===== config.mk =====
export PLATFORM = sky130hd
export DESIGN_NAME = alu_issuer
export DESIGN_NICKNAME = d
export VERILOG_FILES = /design/src/rtl/alu_issuer.sv
export SDC_FILE = /design/constraint.sdc
export NUM_CORES = 1
export LEC_CHECK = 0
export CORE_UTILIZATION = 35
export DETAILED_ROUTE_END_ITERATION = 7
export SYNTH_ARGS = -nofsm -noshare
export SYNTH_HDL_FRONTEND = slang
export SYNTH_SLANG_ARGS = --single-unit
export TNS_END_PERCENT = 50

===== constraint.sdc =====
create_clock -name clk -period 2.8 [get_ports clk]
set_input_delay 0.7 -clock clk [delete_from_list [all_inputs] [get_ports clk]]
set_output_delay 0.7 -clock clk [all_outputs]
set_load 0.05 [all_outputs]

===== src/rtl/alu_issuer.sv =====
// alu_issuer: queues instruction words and issues them one at a time to the
// ALU, returning each result (or a timeout) over a valid/ready port.
module alu_issuer #(
  parameter int DEPTH   = 4,
  parameter int TIMEOUT = 15
) (
  input  logic        clk,
  input  logic        rst,
  input  logic [14:0] instr,
  input  logic        instr_valid,
  output logic        instr_ready,
  output logic [2:0]  opcode,
  output logic [2:0]  registro,
  output logic        posicion,
  output logic [7:0]  datos,
  output logic        alu_start,
  input  logic        alu_done,
  input  logic [3:0]  alu_result,
  output logic        res_valid,
  input  logic        res_ready,
  output logic [3:0]  res_data,
  output logic [2:0]  res_opcode,
  output logic        res_timeout,
  output logic        busy
);

  localparam int AW = $clog2(DEPTH);
  localparam int CW = $clog2(DEPTH + 1);
  localparam int TW = $clog2(TIMEOUT + 1);
  localparam logic [CW-1:0] LP_FULL = CW'(DEPTH);
  localparam logic [TW-1:0] LP_TMO  = TW'(TIMEOUT);

  typedef enum logic [1:0] {
    S_IDLE,
    S_ISSUE,
    S_WAIT,
    S_REPORT
  } state_t;

  logic [14:0]   r_mem [DEPTH];
  logic [AW-1:0] r_wptr;
  logic [AW-1:0] r_rptr;
  logic [CW-1:0] r_count;

  state_t        r_state;
  logic [TW-1:0] r_wcnt;
  logic [2:0]    r_opcode;
  logic [2:0]    r_registro;
  logic          r_posicion;
  logic [7:0]    r_datos;
  logic          r_start;
  logic          r_res_valid;
  logic [3:0]    r_res_data;
  logic [2:0]    r_res_opcode;
  logic          r_res_timeout;

  logic          w_full;
  logic          w_push;
  logic          w_pop;
  logic [14:0]   w_head;
  logic [TW-1:0] w_wcnt_nxt;

  assign w_full     = (r_count == LP_FULL);
  assign w_push     = instr_valid && !w_full;
  assign w_pop      = (r_state == S_IDLE) && (r_count != '0);
  assign w_head     = r_mem[r_rptr];
  assign w_wcnt_nxt = r_wcnt + 1'b1;

  assign instr_ready = !w_full;
  assign opcode      = r_opcode;
  assign registro    = r_registro;
  assign posicion    = r_posicion;
  assign datos       = r_datos;
  assign alu_start   = r_start;
  assign res_valid   = r_res_valid;
  assign res_data    = r_res_data;
  assign res_opcode  = r_res_opcode;
  assign res_timeout = r_res_timeout;
  assign busy        = (r_state != S_IDLE) || (r_count != '0);

  // Storage array needs no reset; occupancy alone defines validity.
  always_ff @(posedge clk) begin
    if (w_push) r_mem[r_wptr] <= instr;
  end

  always_ff @(posedge clk or posedge rst) begin
    if (rst) begin
      r_wptr  <= '0;
      r_rptr  <= '0;
      r_count <= '0;
    end else begin
      if (w_push) r_wptr <= r_wptr + 1'b1;
      if (w_pop)  r_rptr <= r_rptr + 1'b1;
      case ({w_push, w_pop})
        2'b10:   r_count <= r_count + 1'b1;
        2'b01:   r_count <= r_count - 1'b1;
        default: r_count <= r_count;
      endcase
    end
  end

  always_ff @(posedge clk or posedge rst) begin
    if (rst) begin
      r_state       <= S_IDLE;
      r_wcnt        <= '0;
      r_opcode      <= '0;
      r_registro    <= '0;
      r_posicion    <= 1'b0;
      r_datos       <= '0;
      r_start       <= 1'b0;
      r_res_valid   <= 1'b0;
      r_res_data    <= '0;
      r_res_opcode  <= '0;
      r_res_timeout <= 1'b0;
    end else begin
      r_start <= 1'b0;
      case (r_state)
        S_IDLE: begin
          if (w_pop) begin
            r_opcode   <= w_head[14:12];
            r_registro <= w_head[11:9];
            r_posicion <= w_head[8];
            r_datos    <= w_head[7:0];
            r_wcnt     <= '0;
            r_start    <= 1'b1;
            r_state    <= S_ISSUE;
          end
        end
        S_ISSUE: r_state <= S_WAIT;
        S_WAIT: begin
          // done is tested first so it wins over the terminal count
          if (alu_done) begin
            r_res_data    <= alu_result;
            r_res_timeout <= 1'b0;
            r_res_opcode  <= r_opcode;
            r_res_valid   <= 1'b1;
            r_state       <= S_REPORT;
          end else if (w_wcnt_nxt == LP_TMO) begin
            r_wcnt        <= w_wcnt_nxt;
            r_res_data    <= '0;
            r_res_timeout <= 1'b1;
            r_res_opcode  <= r_opcode;
            r_res_valid   <= 1'b1;
            r_state       <= S_REPORT;
          end else begin
            r_wcnt <= w_wcnt_nxt;
          end
        end
        S_REPORT: begin
          if (res_ready) begin
            r_res_valid <= 1'b0;
            r_state     <= S_IDLE;
          end
        end
        default: r_state <= S_IDLE;
      endcase
    end
  end

endmodule


[After elaboration in Yosys (flattened, before gate mapping)]
Memories as Yosys holds them, arrays and structs flattened. A register that Yosys moved wholly into a read port is not among the register bits.
Cells that the tools add are included.
Operators by class
  add/sub/neg operators: 5
  equality and inequality tests: 11
  multiplexer cells: 22
  reduce and logical (&&, ||, !) cells: 16
Operators by type and width (number)
  4-bit two-way mux: 4
  2-bit nonzero test: 5
  3-bit AND reduction: 3
  1-bit two-way mux: 8
  2-bit two-way mux: 4
  2-bit one-hot mux with 4 select lines: 1
  4-bit one-hot mux with 2 select lines: 1
  2-bit equality test, second input constant: 3
  3-bit two-way mux: 2
  2-bit inequality test, second input constant: 3
  3-bit one-hot mux with 2 select lines: 1
  2-bit by 1-bit adder with 2-bit output, second input constant: 2
  4-bit by 1-bit adder with 4-bit output, second input constant: 1
  2-bit by 1-bit equality test with 1-bit output, second input constant: 2
  4-bit equality test, second input constant: 1
  2-bit AND reduction: 2
  3-bit by 1-bit adder with 3-bit output, second input constant: 1
  3-bit equality test, second input constant: 1
  3-bit inequality test, second input constant: 1
  3-bit nonzero test: 1
  3-bit by 1-bit subtractor with 3-bit output, second input constant: 1
  1-bit logical AND: 2
  2-bit zero test: 1
  1-bit one-hot mux with 2 select lines: 1
  2 further kinds: 2
Word-level totals
  flip-flop bits (word level): 23
  RAM bits: 60
  input port bits: 24
  output and inout port bits: 27
  memories kept: 1
Memories
  r_mem: depth 4, width 15, read ports 1, clocked after memory_dff 1, write ports 1, RTL line 40  | logic [14:0] r_mem [DEPTH];

[Logic depth before layout (Yosys ltp)]
  word-level depth: 5
  gate-level depth with buffers: 12

[Worst setup path before layout]
Ideal clock, no wire load.
  path type: register -> register
  from: register r_count[0]
  to: register r_count[2]
  setup time: 0.079 ns
  arrival: 2.355 ns
  setup slack: 0.366 ns
  cell stages (with the launch flop): 11
  buffers on the path: 0
  period minus slack after synthesis: 2.434 ns
  path through: dfrtp_1 -> inv_1 -> nand3_1 -> and2_1 -> inv_1 -> ha_1 -> inv_1 -> fa_1 -> xor2_1 -> nor2_1 -> xor2_1
On the way
  word-level cells in the longest chain between the ends: 5
  elaborated cells on any way between the ends: 11
Ends and longest elaborated chain
  from (decl): RTL line 43  | logic [CW-1:0] r_count;
  from (signal assigned): RTL line 95  | 2'b10: r_count <= r_count + 1'b1;
  from (signal assigned): RTL line 96  | 2'b01: r_count <= r_count - 1'b1;
  from (signal assigned): RTL line 97  | default: r_count <= r_count;
  3-bit equality test *: RTL line 63  | assign w_full = (r_count == LP_FULL);
  1-bit zero test *
  via instr_ready: RTL line 11  | output logic instr_ready,
  1-bit logical AND *: RTL line 64  | assign w_push = instr_valid && !w_full;
  2-bit by 1-bit equality test with 1-bit output or 2-bit equality test (tied branches): RTL line 94  | case ({w_push, w_pop})
  3-bit one-hot mux with 2 select lines or 2-bit nonzero test (tied branches)
Mark *: on every way through the listed nets, which the timed path passes. The rest lies on a longest branch.
A chain may end at the register's enable or synchronous reset.

[Worst setup path in the final report]
  from: register r_count[0]
  to: output port instr_ready
On the way
  word-level cells in the longest chain between the ends: 2
Ends and longest elaborated chain
  3-bit equality test: RTL line 63
  1-bit zero test: RTL line 69  | assign instr_ready = !w_full;
  to (decl): RTL line 11
Every way passes these cells.

==> flow_summary.json <==
{
  "worstPathArrival_ns": 1.79,
  "avgSynthCellArea_um2": 15.3,
  "hold_depth": 2,
  "postCtsSetupBuffers": 0,
  "slowest_stage": "clkdlybuf4s50_1",
  "crit_path_start_kind": "flip-flop",
  "synth.top_cell.area_share_pct": 45.2,
  "io_pins": 51,
  "synthTopCellsByCount": "edfxtp_1 (60), nand2_1 (53), dfrtp_1 (38), inv_1 (15), mux4_2 (15)",
  "syn_nets": 296,
  "drt_iter0_drc": 108,
  "synth_edf_count": 60,
  "fin_nets": 356,
  "grt_max_degree": 39,
  "firstDrtPassIters": 4,
  "wire_per_inst_um": 15.6,
  "die_h_um": 109,
  "period_needed_ns": 2.49,
  "gr-usage-all-layers_pct": 13.5,
  "syn_area_um2": 3990,
  "ys_seq_elements": 98,
  "power.internal_mw": 3.85,
  "drv_cap": 0,
  "tns_ns": 0,
  "crit_type": "flip-flop to output port",
  "min_path_type": "flip-flop to flip-flop",
  "cp-end-kind": "output port",
  "ir_worst_vdd_mv": 0.540,
  "hold_viol": 0,
  "grt_setup_unrepaired": "false",
  "coreArea_um2": 11000,
  "status": "completed",
  "initial_core_util_pct": 36.3,
  "drv_slew": 0,
  "clock_latency_ns": 0.34,
  "ctsResizeCount": 0,
  "cts.sinks": 98,
  "skew_ns": 0.00855,
  "dieWidth_um": 109,
  "syn2layout_area_growth_pct": 26.1,
  "n_fill_cell": 969,
  "grt_remaining_overflow": 0,
  "grt_pass1_wl_um": 11600,
  "synth_seq_area_share_pct": 69.0,
  "layout-drive-gt1-share_pct": 15.1,
  "synth-main-ff-cell": "edfxtp_1",
  "pwr-share-comb_pct": 39.4,
  "cts_tree": "built",
  "ys_types": 37,
  "async_flop_share_pct": 38.8,
  "vias": 2207,
  "drc": 0,
  "power_leakage_nw": 1.99,
  "place_area_um2": 4680,
  "setup_viol": 0,
  "cts_inserted_buffers": 9,
  "cp_num_cells": 3,
  "switchingPower_mw": 2.18,
  "io_buffers": 50,
  "cts_hold_buf": 0,
  "synth_top_cell_by_area": "edfxtp_1",
  "fin_crit_sh_pct": 88.9,
  "max_stage_delay_ns": 0.83,
  "h-tree-depth": 3,
  "rows": 38,
  "clockRootBuffer": "clkbuf_16",
  "synth_most_common_cell": "edfxtp_1",
  "synth_area_leaders": "edfxtp_1 (45%), dfrtp_1 (24%), mux4_2 (8.5%), nand2_1 (5.0%), ha_1 (3.5%)",
  "clk_path_buf_depth": 2,
  "gp_congestion": 0.733,
  "path_buf_inv": 2,
  "r2r_cells": 10,
  "grt_pass1_vias": 2265,
  "power_frac_seq_pct": 37.2,
  "powerDensity_nw_per_um2": 1200,
  "worstPathMaxFanout": 6,
  "syn_inst": 260,
  "worst_pin_slew_ns": 0.790,
  "synth_warnings": 0,
  "die_area_um2": 11800,
  "antenna_left": 0,
  "power_frac_clock_pct": 23.4,
  "clk_pin_slew_worst_paths_ns": 0.06,
  "cp_top_family": "buffers and inverters",
  "diodes": 0,
  "fmax_mhz": 402,
  "cp.required_ns": 2.10,
  "holdWs_ns": 0.473,
  "fin_area_um2": 5030,
  "drt_wl_total_um": 7260,
  "crit_chain": "inv_1, nand3_1, clkdlybuf4s50_1",
  "viasPerCell": 4.75,
  "max_slew_margin_pct": 47.3,
  "hpwl_um": 4590,
  "antenna_found_initial": 0,
  "switching_share_pct": 36.2
}
==> state kept, by name (all words and copies together) (netlist names), 2 cells and up <==
name        count
r_mem          60
datos           8
r_wcnt          4
res_data        4
opcode          3
r_count         3
registro        3
res_opcode      3
r_rptr          2
r_state         2
r_wptr          2
==> power by group through the flow <==
| stage | registers [mW] | clock network, mW | logic [mW] |
|---|---|---|---|
| CTS | 2.25 | 1.46 | 2.42 |
| global placement | 2.26 | 0 | 2.39 |
| finish | 2.24 | 1.41 | 2.38 |
| global route | 2.30 | 1.50 | 2.58 |
| floorplan | 2.75 | 0 | 1.19 |
| detailed placement | 2.28 | 0 | 2.41 |
==> placed cells by master (no fill, tap or decap), types with 3 or more instances in the layout <==
cell type        instances
edfxtp_1                60
nand2_1                 53
clkdlybuf4s50_1         49
dfrtp_1                 38
inv_1                   15
mux4_2                  15
ha_1                    11
clkbuf_16                9
buf_4                    9
a22o_1                   6
a21oi_1                  4
mux2_4                   4
nor2_1                   4
nand3_1                  4
xnor2_1                  4
and3_1                   4
and2_1                   3
o21ai_0                  3
bufinv_16                3
==> worst reg2reg max path: stages (launching register included) <==
cell and delay, ns:
dfrtp_1 0.40, inv_1 0.10, nand3_1 0.16, and2_1 0.25, inv_1 0.07, ha_1 0.17
inv_1 0.06, fa_1 0.37, xor2_1 0.15, nor2_1 0.11, xor2_1 0.16
==> cells by family (layout without fill, tap and decap cells) <==
kind of cell	Yosys count	after routing	share of synthesized area (%)
xor gates and xnor gates	6	6	1.32
muxes	19	19	9.98
AOI/OAI and AO/OA	23	23	4.71
DFF	98	98	69.0
adders and majority gates	12	12	3.95
and+or+nand+nor	77	77	8.44
buffers and inverters	25	90	2.57
==> per-layer routing <==
metal,GRT usage (%),up-vias,wire length (µm)
li1,-,1050,-
met1,17.3,1105,3400
met2,21.5,48,3410
met3,4.60,4,386
met4,4.63,0,60
met5,0,-,0
==> cell type report <==
class | instances | area (µm²) | share of cell area [%]
clock buffers | 11 | 243 | 4.83
multi-input cells | 137 | 1130 | 22.5
repair buffers | 58 | 558 | 11.1
flip-flops and latches | 98 | 2750 | 54.7
inverters | 16 | 60.1 | 1.19
well taps | 140 | 175 | 3.48
clock inverters | 5 | 108 | 2.14
==> path summary, 6_finish.rpt <==
kind | slack (ns) | endpoint | startpoint
setup / recovery | 0.31 | instr_ready | r_count[0]
hold / removal | 0.47 | datos[3] | datos[3]
setup reg to reg | 0.72 | r_count[2] | r_count[0]
hold reg to reg | 0.47 | datos[3] | datos[3]
max in group asynchronous | 1.64 | datos[3] | rst
min in group asynchronous | 0.79 | alu_start | rst
==> per-stage QoR <==
stage               utilization (%)  std cells  setup WS (ns)  total power [mW]
floorplan                         -        260          0.366              3.94
global placement               42.6        449          0.334              4.65
detailed placement             42.6        449          0.264              4.69
CTS                            45.8        465          0.288              6.13
global route                   45.8        465          0.207              6.38
finish                         45.8        465          0.310              6.04
Power figures use the tool's default switching activity.
